--- config.mk ---
export PLATFORM = sky130hd
export DESIGN_NAME = hazard_ctrl
export DESIGN_NICKNAME = d
export VERILOG_FILES = /design/src/rtl/pipe_pkg.sv /design/src/rtl/sat_counter.sv /design/src/rtl/hazard_ctrl.sv
export SDC_FILE = /design/constraint.sdc
export NUM_CORES = 1
export LEC_CHECK = 0
export BUFFER_PORTS_ARGS = -buffer_cell sky130_fd_sc_hd__buf_2
export CAP_MARGIN = 30
export CORE_ASPECT_RATIO = 1.25
export CORE_MARGIN = 2
export CORE_UTILIZATION = 54
export DETAILED_ROUTE_END_ITERATION = 12
export HOLD_SLACK_MARGIN = 0.1
export PLACE_DENSITY = 0.85
export SYNTH_ARGS = -nofsm -noshare
export SYNTH_HDL_FRONTEND = slang
export SYNTH_HIERARCHICAL = 1
export SYNTH_SLANG_ARGS = --single-unit
--- constraint.sdc ---
create_clock -name clk_i -period 2.7 [get_ports clk_i]
set_clock_uncertainty 0.15 [all_clocks]
set_input_delay 0.405 -clock clk_i [delete_from_list [all_inputs] [get_ports clk_i]]
set_output_delay 0.405 -clock clk_i [all_outputs]
set_load 0.02 [all_outputs]
--- src/rtl/pipe_pkg.sv ---
// Shared definitions for the 5-stage pipeline control blocks.
package pipe_pkg;

  localparam int REG_ADDR_W = 5;
  localparam logic [31:0] NOP_INSTR = 32'h0;

  typedef enum logic [1:0] {
    RUN,
    FLUSH,
    IMEM_WAIT
  } state_e;

endpackage

--- src/rtl/sat_counter.sv ---
// Saturating up-counter; holds at all-ones instead of wrapping.
module sat_counter #(
  parameter int W = 16
) (
  input  logic         clk_i,
  input  logic         rst_i,
  input  logic         inc_i,
  output logic [W-1:0] cnt_o
);

  logic [W-1:0] cnt_q;

  always_ff @(posedge clk_i or negedge rst_i) begin
    if (!rst_i) begin
      cnt_q <= '0;
    end else if (inc_i && (cnt_q != '1)) begin
      cnt_q <= cnt_q + 1'b1;
    end
  end

  assign cnt_o = cnt_q;

endmodule

--- src/rtl/hazard_ctrl.sv ---
// Pipeline hazard/stall controller: load-use stalls, branch squash with an
// optional extended flush window, IMEM wait states, perf counters, fetch timeout.
module hazard_ctrl
  import pipe_pkg::*;
#(
  parameter int EXTRA_FLUSH = 0,
  parameter int TIMEOUT     = 64,
  parameter int CNT_W       = 16
) (
  input  logic                  clk_i,
  input  logic                  rst_i,
  input  logic [REG_ADDR_W-1:0] id_rs1_i,
  input  logic [REG_ADDR_W-1:0] id_rs2_i,
  input  logic                  id_uses_rs2_i,
  input  logic [REG_ADDR_W-1:0] ex_rd_i,
  input  logic                  ex_memread_i,
  input  logic                  branch_taken_i,
  input  logic                  imem_ready_i,
  output logic                  pc_write_o,
  output logic                  ifid_write_o,
  output logic                  ifid_flush_o,
  output logic                  idex_bubble_o,
  output logic [CNT_W-1:0]      stall_cnt_o,
  output logic [CNT_W-1:0]      flush_cnt_o,
  output logic                  err_o
);

  localparam int WAIT_W = $clog2(TIMEOUT + 1);

  state_e            state_q, state_d;
  logic [2:0]        fcnt_q, fcnt_d;
  logic [WAIT_W-1:0] wait_q, wait_d;
  logic              err_q, err_d;

  logic pc_w, ifid_w, ifid_f, idex_b;
  logic lu_hazard;

  assign lu_hazard = ex_memread_i && (ex_rd_i != '0) &&
                     ((ex_rd_i == id_rs1_i) || (id_uses_rs2_i && (ex_rd_i == id_rs2_i)));

  always_comb begin
    pc_w    = 1'b1;
    ifid_w  = 1'b1;
    ifid_f  = 1'b0;
    idex_b  = 1'b0;
    state_d = state_q;
    fcnt_d  = fcnt_q;
    if (branch_taken_i) begin
      ifid_w = 1'b0;
      ifid_f = 1'b1;
      idex_b = 1'b1;
      if (EXTRA_FLUSH > 0) begin
        state_d = FLUSH;
        fcnt_d  = 3'(EXTRA_FLUSH);
      end else begin
        state_d = RUN;
        fcnt_d  = 3'd0;
      end
    end else if (state_q == FLUSH) begin
      // Fetched data is discarded here, so imem_ready_i is deliberately ignored.
      ifid_w = 1'b0;
      ifid_f = 1'b1;
      if (fcnt_q <= 3'd1) begin
        state_d = RUN;
        fcnt_d  = 3'd0;
      end else begin
        fcnt_d = fcnt_q - 3'd1;
      end
    end else if (lu_hazard) begin
      pc_w    = 1'b0;
      ifid_w  = 1'b0;
      idex_b  = 1'b1;
      state_d = imem_ready_i ? RUN : IMEM_WAIT;
    end else if (!imem_ready_i) begin
      pc_w    = 1'b0;
      ifid_w  = 1'b0;
      ifid_f  = 1'b1;
      state_d = IMEM_WAIT;
    end else begin
      state_d = RUN;
    end
  end

  always_comb begin
    wait_d = wait_q;
    if (state_d != IMEM_WAIT) begin
      wait_d = '0;
    end else if ((state_q == IMEM_WAIT) && !imem_ready_i && (wait_q != WAIT_W'(TIMEOUT))) begin
      wait_d = wait_q + 1'b1;
    end
    err_d = err_q || (wait_d == WAIT_W'(TIMEOUT));
  end

  always_ff @(posedge clk_i or negedge rst_i) begin
    if (!rst_i) begin
      state_q <= RUN;
      fcnt_q  <= 3'd0;
      wait_q  <= '0;
      err_q   <= 1'b0;
    end else begin
      state_q <= state_d;
      fcnt_q  <= fcnt_d;
      wait_q  <= wait_d;
      err_q   <= err_d;
    end
  end

  sat_counter #(.W(CNT_W)) u_stall_cnt (
    .clk_i (clk_i),
    .rst_i (rst_i),
    .inc_i (~pc_w),
    .cnt_o (stall_cnt_o)
  );

  sat_counter #(.W(CNT_W)) u_flush_cnt (
    .clk_i (clk_i),
    .rst_i (rst_i),
    .inc_i (branch_taken_i),
    .cnt_o (flush_cnt_o)
  );

  assign pc_write_o    = rst_i & pc_w;
  assign ifid_write_o  = rst_i & ifid_w;
  assign ifid_flush_o  = rst_i & ifid_f;
  assign idex_bubble_o = rst_i & idex_b;
  assign err_o         = err_q;

endmodule

; Word level (Yosys, flattened, before mapping)
; Index checks and enable logic that the tools add are counted.
[totals]
reg_bits = 45
latchBits = 0
ram_bits = 0
mem_bits_ro = 0
out_inout_bits = 37
memories = 0
[op_classes]
add_sub_neg = 4
n_mul = 0
n_div = 0
order_cmp = 1
eq_ne = 9
shift = 0
muxes = 22
bitwise_logic = 5
n_reduce_logical = 12
[op_table]
columns = op, count
row1 = $add 16x1->16 const B, 2
row2 = $ne 16x16->1 const B, 2
row3 = $mux 7, 2
row4 = $mux 1, 13
row5 = $eq 5x5->1, 2
row6 = $mux 3, 3
row7 = $mux 2, 4
row8 = $add 7x1->7 const B, 1
row9 = $eq 7x7->1 const B, 1
row10 = $logic_and 1x1->1, 7
row11 = $ne 7x7->1 const B, 1
row12 = $reduce_bool 5->1, 1
row13 = $and 1x1->1, 4
row14 = $le 3x1->1 const B, 1
row15 = $sub 3x1->3 const B, 1
row16 = $eq 2x1->1 const B, 1
row17 = $eq 2x2->1 const B, 1
row18 = $logic_or 1x1->1, 2
row19 = $ne 2x2->1 const B, 1
row20 = $reduce_bool 2->1, 1
row21 = $logic_not 1->1, 1
row22 = $not 1->1, 1

; Logic depth before layout (Yosys ltp)
; Gate-level depths: netlist of the first run.
[logic_depth]
depth_word = 9
ltp_mapped = 9
ltp_nobuf = 9

; Cells and area by module
; The synthesis of the first run kept the hierarchy.
[modules_own_cells]
columns = module, instances, cells_per_inst, area_per_inst_um2, seq_area_each_um2
row1 = sat_counter, 2, 72, 859.6, 400.4
row2 = hazard_ctrl, 1, 104, 935.9, 325.3

; Worst setup path after synthesis of the first run
; Ideal clock, no wire load.
[synth_timing]
path_kind = in2reg
startpoint = in ex_rd_i[1]
endpoint = reg u_stall_cnt.cnt_q[7], in the netlist u_stall_cnt/cnt_o[7]
setup_ns = 0.132
t_arrival_ns = 1.998
slack_ns = 0.420
stages = 8
path_buffers = 0
cell_sequence = or4_1 -> o21a_1 -> nand2_1 -> a21boi_1 -> and3_1 -> and4_2 -> a31oi_1 -> a31oi_1
[synth_via]
elab_chain_cells = 9
word_cells_on_any_way = 12
cone_classes = 2 x eq/ne / 3 x mux / 1 x bitwise / 6 x reduce/logical
[synth_lines]
columns = item, line_no
row1 = start: declaration, hazard_ctrl.sv:15  ; input logic [REG_ADDR_W-1:0] ex_rd_i,
row2 = $eq 5x5->1, hazard_ctrl.sv:39  ; ((ex_rd_i == id_rs1_i) || (id_uses_rs2_i && (ex_rd_i == id_rs2_i)));
row3 = $logic_and 1x1->1, hazard_ctrl.sv:39
row4 = $logic_or 1x1->1, hazard_ctrl.sv:39
row5 = $logic_and 1x1->1 *, hazard_ctrl.sv:38  ; assign lu_hazard = ex_memread_i && (ex_rd_i != '0) &&
row6 = $mux 1 *, hazard_ctrl.sv:69  ; end else if (lu_hazard) begin
row7 = $mux 1 *, hazard_ctrl.sv:59  ; end else if (state_q == FLUSH) begin
row8 = $mux 1 *, hazard_ctrl.sv:48  ; if (branch_taken_i) begin
row9 = $not 1->1 *, hazard_ctrl.sv:111  ; .inc_i (~pc_w),
row10 = $logic_and 1x1->1 *, sat_counter.sv:16  ; end else if (inc_i && (cnt_q != '1)) begin
row11 = end signal: assignment, sat_counter.sv:17  ; cnt_q <= cnt_q + 1'b1;
row12 = end: declaration, sat_counter.sv:11  ; logic [W-1:0] cnt_q;
; Every way passes the cells marked *; elsewhere a longest branch is shown, timed or not.
; A chain may end at the register's enable or synchronous reset.

; Worst setup path in the final report of the first run
[layout_timing]
startpoint = in rst_i
endpoint = out ifid_write_o
[layout_via]
elab_chain_cells = 1
[layout_lines]
columns = item, line_no
row1 = start: declaration, hazard_ctrl.sv:11  ; input logic rst_i,
row2 = $and 1x1->1, hazard_ctrl.sv:123  ; assign ifid_write_o = rst_i & ifid_w;
row3 = end: declaration, hazard_ctrl.sv:20  ; output logic ifid_write_o,
; No other way between the ends.

==> impl_metrics.csv, run 1 <==
group,metric,value,unit
worst_setup_path,critPathKind,"in2out",
cts,cts.sink_count,45,
global_routing,grt_pass1_vias,2197,
floorplanning,core.rowCount,28,
logic_synthesis,syn_area,0.002655,mm2
worst_setup_path,crit_path_top_delay_cell,"dlygate4sd3_1",
floorplanning,ioPinCount,58,
timing,finalHoldViolations,0,
place,gp_routability_congestion,0.8574,
logic_synthesis,synthesis.yosys.warnings,6,
worst_setup_path,timing.critical_path.slowest_cell_delay,0.56,ns
logic_synthesis,synth_top_family_by_area,"simple AND/OR/NAND/NOR gates",
logic_synthesis,yosys.area_share.simple,0.2908,
global_routing,antenna_violations_before_repair,0,
timing,rsz0062_at_grt,"no",
routing,totalWireLength,5856,um
cts,numCtsBuffers,5,
worst_setup_path,timing.critical_path.fanout_max,16,
logic_synthesis,synth_compound_area_frac,0.1287,
logic_synthesis,post_synth_inst_count,248,
place,dp.final_hpwl,4374,um
run,max-cap-violations,0,
timing,timing.slew.headroom,0.7146,
timing,setup-violations-final,0,
worst_setup_path,timing.critical_path.from_type,"input pin",
timing,setup-tns-final,0,ns
worst_setup_path,r2r_start,"state_q[0]$_DFF_PN0_",
logic_synthesis,synthXorXnorAreaFrac,0.1023,
worst_setup_path,setup.worst_path.end_class,"output port",
worst_hold_path,worst_hold_end,"u_flush_cnt/cnt_o[0]$_DFFE_PN0P_",
routing,detailroute.via_count,2276,
logic_synthesis,synthDistinctLibCells,50,
pwr,cell_area_power_density,581.2,mW/mm2
global_routing,track_usage,0.2305,
timing,finalMaxSlewViolations,0,
cells_and_area,postLayoutCoreUtil,0.6632,
worst_setup_path,regToRegSetupSlack,0.65,ns
routing,detail_route.first_pass.iterations,4,
logic_synthesis,synthMuxAreaShare,0.01225,
cts,ctsResizeCount,0,
logic_synthesis,yosys_register_bits,45,
cells_and_area,antenna_cells,0,
worst_setup_path,crit_path_frequent_cell,"buf_2",
cts,postCtsHoldBufs,1,
timing,timing.final.ws_setup,0.4276,ns
global_routing,grt.overflow.total,0,
worst_setup_path,ff2ff_path_depth,8,
worst_setup_path,path_cells,"dlygate4sd3_1 -> buf_2 -> and4_1 -> buf_2",
routing,via_per_inst,6.053,
logic_synthesis,synth-seq-area-share,0.4241,
cts,clock_insertion_delay_worst_skew,0.31,ns
worst_setup_path,critPathRequiredTime,2.14,ns
worst_setup_path,timing.critical_path.arrival,1.72,ns
cts,clock_path_buffers,2,
pwr,post-layout-total-power,0.001823,W
cts,clock_tree.root_cell,"clkbuf_8",
cts,tritoncts,"done",
floorplanning,start_util,0.5614,
cells_and_area,nets,342,
floorplanning,floorplan.die.width,66.72,um
floorplanning,floorplan.die_area,0.005497,mm2
logic_synthesis,synth_enable_flop_cells,0,
timing,period_utilization,0.8416,
global_routing,grt_pass1_wl,9798,um
logic_synthesis,ys_dominant_reg_cell,"dfrtp_1",
timing,final_period_minus_worst_setup_slack,2.272,ns
logic_synthesis,async_reset_ff_frac,1.000,
outcome,outcome,"finished, final reports clean",
worst_hold_path,hold_path.class,"in2reg",
cells_and_area,layout.filler_cells,375,
cts,clk_pin_slew,0.10,ns
floorplanning,design.core.area,0.004730,mm2
global_routing,grt_start_max_net_pins,35,
cells_and_area,area_growth,18.14,%
routing,post-route-drc-count,0,
logic_synthesis,synthAdderAreaFrac,0.02828,
timing,hold-worst-slack,0.3020,ns
worst_setup_path,critical_path.reg2reg.endpoint,"u_stall_cnt/cnt_o[14]$_DFFE_PN0P_",
routing,dr.first_iter.drc_count,197,
cts,clock_tree.htree_level_count,2,
cells_and_area,area.sequential,0.001126,mm2
pwr,ir_drop,0.4349,mV
logic_synthesis,postSynthAreaPerCell,10.71,um2
cts,post_cts_buffers,0,
pwr,leakagePower,1.454,nW
floorplanning,die_height,82.40,um
place,portBuffers,57,
cells_and_area,final_layout_size_suffix_gt1_frac,0.3070,
timing,tightest_slew,0.4280,ns
place,post-place-ws,0.2341,ns
worst_hold_path,holdPathStages,3,
logic_synthesis,mappedNetlistNets,275,
timing,max_freq,0.4401,GHz
cells_and_area,multiInputGateArea,0.001493,mm2
routing,route.detailed.wl_per_inst,15.57,um
routing,drtAntennaViolNets,0,
worst_hold_path,holdCritStartpoint,"branch_taken_i",
[cells in the mapped netlist (3+ instances only)]
cell / count / area [um2]
nor4_4: 4 / 85.08
ha_1: 6 / 75.07
xor2_1: 8 / 70.07
a21oi_1: 8 / 40.04
nand4_1: 18 / 112.6
nand2_1: 18 / 67.56
and3_1: 7 / 43.79
o21a_1: 11 / 82.58
dfrtp_1: 45 / 1126
xnor2_1: 23 / 201.4
a31oi_1: 7 / 43.79
nand4_2: 3 / 37.54
and4_2: 3 / 30.03
inv_1: 5 / 18.77
nand3_1: 12 / 60.06
o21ai_1: 3 / 15.01
and4_1: 3 / 26.28
nor2_1: 17 / 63.81
[flip-flops by register name, indices dropped and copies added, names as in the netlist]
name               cells
u_stall_cnt/cnt_o     16
state_q                2
err_o                  1
wait_q                 7
fcnt_q                 3
u_flush_cnt/cnt_o     16
[cells in the final DEF (no fill, tap or decap), types with 4 or more instances in the layout]
| cell type | Yosys | routed |
|---|---|---|
| xnor2_1 | 23 | 23 |
| nor4_4 | 4 | 4 |
| nor2_1 | 17 | 17 |
| buf_2 | 2 | 57 |
| and3_1 | 7 | 7 |
| nand4_1 | 18 | 18 |
| nand2_1 | 18 | 18 |
| clkbuf_8 | 0 | 5 |
| dfrtp_1 | 45 | 45 |
| o21a_1 | 11 | 11 |
| nand3_1 | 12 | 12 |
| buf_4 | 0 | 4 |
| ha_1 | 6 | 6 |
| inv_1 | 5 | 5 |
| a31oi_1 | 7 | 7 |
| xor2_1 | 8 | 8 |
| a21oi_1 | 8 | 8 |
[cell families after synthesis]
logic type,after synthesis
compound gates,46
mux,3
flops,45
xor+xnor,31
simple gates,108
fa+ha+maj,6
buf+inv,9
[metrics by stage]
step / cell area, um2 / cells
floorplan: 2655 / 248
global placement: 3035 / 367
detailed placement: 3035 / 367
CTS: 3137 / 376
global route: 3137 / 376
finish: 3137 / 376
[how the worst max path moves through the flow]
stage	end	slack, ns	cells after the start	start
floorplan	u_stall_cnt/cnt_o[7]$_DFFE_PN0P_	0.42	8	ex_rd_i[1]
global placement	u_stall_cnt/cnt_o[7]$_DFFE_PN0P_	0.28	9	ex_rd_i[1]
detailed placement	u_stall_cnt/cnt_o[15]$_DFFE_PN0P_	0.23	11	ex_rd_i[2]
CTS	ifid_write_o	0.43	4	rst_i
global route	u_stall_cnt/cnt_o[14]$_DFFE_PN0P_	0.32	11	ex_rd_i[2]
finish	ifid_write_o	0.43	4	rst_i
[critical path: cells and delay by family]
family,cells,cell delay [ns]
buffers and inverters,3,1.06
and+or+nand+nor,1,0.25
[routing by layer]
layer	part of all wire	up-vias	global-route usage
met3	0.037	15	0.03523
met4	0.020	0	0.1163
met1	0.41	1134	0.2662
li1	-	1068	-
met5	0	-	0
met2	0.54	59	0.4120
[area by class of cell]
cell class                 count  share of cell area
clock buffer                   5             0.02194
tap                           60             0.02393
sequential                    45              0.3590
multi-input combinational    194              0.4759
timing repair buffer          62              0.1037
inverter                       7            0.008377
clock inverter                 3            0.007180
[report_power, final]
group	switching, W	total [W]	internal, W	leakage [nW]
logic	0.000295	0.000480	0.000184	0.798
registers	0.000150	0.000911	0.000761	0.608
clock network	0.000248	0.000432	0.000184	0.0481
No activity file was read; power rests on OpenSTA's default activity.
==> inputs of run 2 (changes only) <==
- ABC_AREA: unset -> 1
- CORE_UTILIZATION: 54 -> 51
- PLACE_DENSITY: 0.85 -> 0.83
- clock period: 2.7 -> 1.85 ns (I/O delays scaled with it)
==> impl_metrics.csv, run 2 <==
group,metric,value,unit
outcome,outcome,"finished, final reports clean",
logic_synthesis,synthesis.yosys.warnings,6,
logic_synthesis,synth-seq-area-share,0.3596,
cts,clock_insertion_delay_worst_skew,0.29,ns
pwr,cell_area_power_density,732.8,mW/mm2
cells_and_area,multiInputGateArea,0.001785,mm2
cells_and_area,mostFrequentLayoutCell,"nand2_1",
logic_synthesis,yosysMostFrequentCell,"nand2_1",
routing,via_per_inst,5.059,
cts,clock_tree.root_cell,"clkbuf_8",
floorplanning,design.core.area,0.005857,mm2
timing,tightest_slew,0.4050,ns
worst_setup_path,ff2ff_path_depth,10,
logic_synthesis,mappedNetlistNets,467,
worst_setup_path,setup.worst_path.end_class,"output port",
worst_setup_path,timing.critical_path.from_type,"input pin",
timing,period_utilization,0.9581,
place,place.detailed.instances,584,
routing,totalWireLength,7081,um
routing,dr.first_iter.drc_count,128,
cells_and_area,layout.filler_cells,515,
global_routing,met3_usage,0.03297,
place,post-place-ws,-0.1264,ns
worst_setup_path,critPathRequiredTime,1.42,ns
logic_synthesis,synthXorXnorAreaFrac,0.06153,
pwr,power.switching,0.001042,W
global_routing,grt_pass1_vias,2831,
global_routing,globalRoute.busiestLayer,"met2",
logic_synthesis,postSynthAreaPerCell,7.118,um2
logic_synthesis,yosys.area_share.simple,0.4207,
timing,finalHoldViolations,0,
floorplanning,floorplan.die_area,0.006787,mm2
place,gp_routability_congestion,0.8724,
timing,timing.slew.headroom,0.7300,
worst_hold_path,holdPathStages,2,
logic_synthesis,post_synth_inst_count,440,
floorplanning,floorplan.die.width,74.09,um
place,portBuffers,57,
global_routing,grt.overflow.total,0,
global_routing,globalRouteMet1Util,0.2610,
worst_setup_path,timing.critical_path.arrival,1.34,ns
cells_and_area,area.sequential,0.001126,mm2
cts,numCtsBuffers,5,
worst_setup_path,timing.critical_path.fanout_max,4,
worst_setup_path,critical_path_cell_count,5,
cts,clock_path_buffers,2,
timing,finalMaxSlewViolations,0,
logic_synthesis,synth_enable_flop_cells,0,
cells_and_area,antenna_cells,0,
cts,cts.sink_count,45,
pwr,switching_share,0.3810,
logic_synthesis,post_synth_main_area_contributors,"dfrtp_1 (36%), nand2_1 (19%), inv_1 (5.8%)",
cells_and_area,area_growth,19.18,%
logic_synthesis,synthMuxAreaShare,0,
logic_synthesis,ys_dominant_reg_cell,"dfrtp_1",
floorplanning,core.rowCount,31,
timing,rsz0062_at_grt,"yes",
logic_synthesis,yosys_register_bits,45,
timing,hold-worst-slack,0.1431,ns
routing,drtAntennaViolNets,0,
cells_and_area,final_layout_size_suffix_gt1_frac,0.2524,
logic_synthesis,synth_top_cells_by_count,"nand2_1 (161), inv_1 (48), dfrtp_1 (45), nor2_1 (39), nand3_1 (28)",
routing,detail_route.first_pass.iterations,6,
global_routing,grt_pass1_wl,11940,um
timing,final_period_minus_worst_setup_slack,1.772,ns
pwr,internal_power,0.001693,W
routing,post-route-drc-count,0,
pwr,leakagePower,1.919,nW
global_routing,grt_start_max_net_pins,32,
global_routing,grt_util_met2,0.3914,
run,max-cap-violations,0,
pwr,power.share.sequential,0.469,
floorplanning,ioPinCount,58,
place,dp.final_hpwl,5417,um
logic_synthesis,synth_top_family_by_area,"simple AND/OR/NAND/NOR gates",
floorplanning,die_height,91.61,um
worst_setup_path,worstPathBufferInverterCount,4,
logic_synthesis,synth_largest_type_area_fraction,0.3596,
cells_and_area,final_cell_count_no_fill,597,
worst_setup_path,timing.critical_path.slowest_cell_delay,0.52,ns
logic_synthesis,synthDistinctLibCells,28,
logic_synthesis,syn_area,0.003132,mm2
routing,detailroute.via_count,3020,
worst_setup_path,path_cells,"dlygate4sd3_1 -> buf_2 -> inv_1 -> nor3_2 -> buf_4",
pwr,clkPwrFrac,0.214,
logic_synthesis,synthAdderAreaFrac,0.02397,
global_routing,track_usage,0.2188,
logic_synthesis,async_reset_ff_frac,1.000,
worst_setup_path,critPathKind,"in2out",
cells_and_area,final_cell_mix,"nand2_1 (160), buf_2 (54), inv_1 (47), dfrtp_1 (45), nor2_1 (39)",
timing,max_freq,0.5642,GHz
floorplanning,start_util,0.5347,
timing,setup-violations-final,0,
cts,clock_tree.htree_level_count,2,
routing,route.detailed.wl_per_inst,11.86,um
timing,timing.final.ws_setup,0.07752,ns
global_routing,antenna_violations_before_repair,0,
worst_hold_path,hold_path.class,"in2reg",
pwr,post-layout-total-power,0.002735,W
pwr,power.combinational.fraction,0.317,
cts,clk_pin_slew,0.07,ns
worst_setup_path,crit_path_top_delay_cell,"dlygate4sd3_1",
timing,setup-tns-final,0,ns
logic_synthesis,synth_compound_area_frac,0.05274,
cts,tritoncts,"done",
worst_setup_path,worst_path_dominant_cell_family,"buffers and inverters",
pwr,ir_drop,0.8356,mV
logic_synthesis,synthDominantAreaCellType,"dfrtp_1",
cells_and_area,nets,541,
[run 2: cell count changes after synthesis, sizes merged, moves of 4 or more]
cell,before,now
xnor2,23,13
nand3,14,29
o21ai,5,21
nand4,23,14
and3,8,0
o21a,11,0
a21oi,9,5
a31oi,7,0
nor4,4,0
and4,8,0
nor2,19,57
inv,7,54
nand2,18,173
[run 2: repair_timing]
| item | in CTS | in global routing |
|---|---|---|
| gates resized for setup | 0 | 11 |
| endpoints found under the setup margin | 1 | 6 |
| pin swaps | 1 | 3 |
| cloned | 0 | 0 |
| hold endpoints to repair | 45 | 0 |
| buffers inserted | 2 | 2 |
| hold buffers | 1 | 0 |
[run 2: power by group through the flow]
stage | registers, W | logic [W] | clock network (W)
after global routing | 0.00132 | 0.000963 | 0.000650
after CTS | 0.00128 | 0.000859 | 0.000607
final | 0.00128 | 0.000868 | 0.000585
after global placement | 0.00130 | 0.000825 | 0
after detailed placement | 0.00130 | 0.000849 | 0
after floorplan | 0.00143 | 0.000400 | 0
[run 2: final timing paths]
kind	startpoint	to	slack (ns)
setup / recovery	rst_i	ifid_write_o	0.08
hold / removal	imem_ready_i	state_q[1]$_DFF_PN0_	0.14
setup reg to reg	state_q[0]$_DFF_PN0_	u_stall_cnt/cnt_o[15]$_DFFE_PN0P_	0.13
hold reg to reg	err_o$_DFF_PN0_	err_o$_DFF_PN0_	0.32
max in group asynchronous	rst_i	u_flush_cnt/cnt_o[13]$_DFFE_PN0P_	0.81
min in group asynchronous	rst_i	u_flush_cnt/cnt_o[10]$_DFFE_PN0P_	0.36
[run 2: kinds of logic after synthesis]
kind of cell,Yosys count
flops,45
buf+inv,59
xor+xnor,22
fa+ha+maj,6
simple gates,279
compound gates,29
[run 2: routing by layer]
metal,wire [um],part of all wire,up-vias
met2,3651,0.52,79
met5,0,0,-
met4,119,0.017,0
met3,367,0.052,11
li1,-,-,1517
met1,2943,0.42,1413
[run 2: layout make-up]
type,instances,area share
well taps,82,0.02749
multi-input cells,336,0.4784
repair buffers,72,0.1160
inverters,54,0.05431
clock buffers,6,0.01944
flip-flops and latches,45,0.3017
clock inverters,2,0.002682
[run 2: metrics by stage]
step	util	instance area [um2]
final	0.6373	3732
after global routing	0.6373	3732
after CTS	0.6274	3675
after detailed placement	0.6091	3567
after global placement	0.6091	3567
after floorplan	-	3132
==> inputs of run 3 (changes only) <==
- CORE_UTILIZATION: 51 -> 40
- CTS_CLUSTER_SIZE: unset -> 30
- PLACE_DENSITY: 0.83 -> 0.69
==> impl_metrics.csv, run 3 (synthesis gave the netlist of run 2 again) <==
group,metric,value,unit
worst_setup_path,path_cells,"inv_2 -> nand2_2 -> nand2_4 -> inv_1 -> a21oi_1 -> buf_4",
floorplanning,floorplan.die_area,0.008558,mm2
floorplanning,core.rowCount,36,
worst_setup_path,timing.critical_path.arrival,1.35,ns
place,dp.final_hpwl,5556,um
routing,dr.first_iter.drc_count,59,
pwr,power.switching,0.001071,W
global_routing,grt_pass1_vias,2790,
routing,drtAntennaViolNets,0,
place,portBuffers,57,
global_routing,grt_start_max_net_pins,46,
worst_setup_path,critical_path_cell_count,6,
cts,tritoncts,"done",
worst_setup_path,timing.critical_path.fanout_max,6,
pwr,power.share.sequential,0.443,
timing,max_freq,0.5640,GHz
place,gp_routability_congestion,0.8210,
cts,clock_tree.htree_level_count,2,
pwr,switching_share,0.3691,
global_routing,track_usage,0.1757,
timing,finalHoldViolations,0,
cells_and_area,final_cell_mix,"nand2_1 (159), buf_2 (54), inv_1 (47), dfrtp_1 (45), nor2_1 (39)",
pwr,clkPwrFrac,0.262,
timing,timing.slew.headroom,0.6160,
cells_and_area,nets,539,
worst_setup_path,critPathKind,"reg2out",
routing,route.detailed.wl_per_inst,12.02,um
cells_and_area,final_cell_count_no_fill,608,
floorplanning,ioPinCount,58,
place,place.detailed.instances,598,
global_routing,grt.overflow.total,0,
worst_setup_path,timing.critical_path.slowest_cell_delay,0.38,ns
timing,finalMaxSlewViolations,0,
floorplanning,floorplan.die.width,83.14,um
worst_setup_path,worstPathBufferInverterCount,3,
worst_setup_path,timing.critical_path.from_type,"register",
outcome,outcome,"finished, final reports clean",
floorplanning,start_util,0.4066,
cts,clock_path_buffers,2,
place,dpl-instance-area,0.003591,mm2
cts,clk_pin_slew,0.09,ns
routing,detailroute.via_count,3004,
run,max-cap-violations,0,
routing,totalWireLength,7309,um
cells_and_area,area_growth,19.86,%
pwr,ir_drop,0.9242,mV
cells_and_area,antenna_cells,0,
worst_setup_path,worst_path_dominant_cell_family,"flip-flops",
timing,period_utilization,0.9585,
cells_and_area,mostFrequentLayoutCell,"nand2_1",
timing,setup-violations-final,0,
worst_hold_path,holdPathStages,2,
worst_setup_path,critPathRequiredTime,1.42,ns
pwr,internal_power,0.001831,W
pwr,cell_area_power_density,773.3,mW/mm2
pwr,leakagePower,1.917,nW
worst_setup_path,setup.worst_path.end_class,"output port",
worst_setup_path,crit_path_top_delay_cell,"dfrtp_1",
global_routing,antenna_violations_before_repair,0,
pwr,power.combinational.fraction,0.295,
worst_setup_path,ff2ff_path_depth,10,
routing,detail_route.first_pass.iterations,4,
routing,via_per_inst,4.941,
cts,cts.sink_count,45,
worst_hold_path,hold_path.class,"in2reg",
cts,clock_tree.root_cell,"clkbuf_8",
floorplanning,die_height,102.9,um
routing,post-route-drc-count,0,
timing,final_period_minus_worst_setup_slack,1.773,ns
cells_and_area,final_layout_size_suffix_gt1_frac,0.2495,
global_routing,grt_pass1_wl,12460,um
floorplanning,design.core.area,0.007702,mm2
worst_setup_path,regToRegSetupSlack,0.13,ns
timing,tightest_slew,0.5760,ns
cts,clock_insertion_delay_worst_skew,0.30,ns
cts,numCtsBuffers,5,
cells_and_area,post-route-cell-area,0.003754,mm2
==> run 3: cell count changes in the layout (fill, tap and decap cells not counted), sizes merged <==
cell / previous run / this run
clkinv: 2 / 1
clkinvlp: 0 / 1
bufinv: 0 / 1
clkbuf: 6 / 5
buf: 71 / 69
==> run 3: worst register-to-register path, delay by kind of cell (launching register included) <==
| family | cells | cell delay (ns) |
|---|---|---|
| AOI/OAI and AO/OA | 1 | 0.20 |
| buffers and inverters | 2 | 0.15 |
| DFF | 1 | 0.42 |
| and+or+nand+nor | 7 | 0.70 |
==> run 3: metrics by stage <==
step                total power (W)  worst slack [ns]  setup TNS [ns]  hold WS [ns]  utilization
finish                     0.002903           0.07683               0        0.1460       0.4873
floorplan                  0.001830           0.09310               0       -0.1681            -
global placement           0.002132          -0.04416        -0.04416        0.3008       0.4662
global route               0.003096         -0.007048       -0.007048        0.1608       0.4873
detailed placement         0.002153           -0.1418         -0.1755        0.3034       0.4662
CTS                        0.002930          0.001717               0        0.1350       0.4828
==> run 3: power groups by stage <==
stage	Combinational [W]	Sequential, W	Clock (W)
floorplan	0.000400	0.00143	0
global placement	0.000831	0.00130	0
detailed placement	0.000846	0.00131	0
CTS	0.000856	0.00129	0.000786
global route	0.000954	0.00131	0.000827
finish	0.000857	0.00129	0.000760
==> run 3: worst paths after layout <==
kind | to | from
worst max-delay path | pc_write_o | state_q[1]$_DFF_PN0_
worst min-delay path | state_q[1]$_DFF_PN0_ | imem_ready_i
worst max register to register | u_stall_cnt/cnt_o[15]$_DFFE_PN0P_ | state_q[0]$_DFF_PN0_
worst min register to register | err_o$_DFF_PN0_ | err_o$_DFF_PN0_
max in group asynchronous | fcnt_q[2]$_DFFE_PN0P_ | rst_i
min in group asynchronous | u_flush_cnt/cnt_o[14]$_DFFE_PN0P_ | rst_i
==> run 3: metal layers <==
layer	up-vias	routed length, um	GRT usage
met5	-	0	0
met4	0	110	0.05801
met3	11	287	0.02402
met2	69	3805	0.3375
met1	1408	3105	0.2022
li1	1516	-	-
==> run 3: area by class of cell <==
class	instances	area, um2
tap	95	118.9
timing repair buffer	70	417.9
inverter	54	202.7
sequential	45	1126
clock buffer	5	68.82
clock inverter	3	46.29
fill	771	3949
multi-input combinational	336	1773
==> run 3: timing repair <==
item / in CTS / in global routing
cloned: 0 / 0
endpoints found under the hold margin: 45 / 0
resized for setup: 1 / 9
pin swaps: 0 / 2
setup buffers: 0 / 1
endpoints found under the setup margin: 1 / 6
hold buffers: 1 / 0
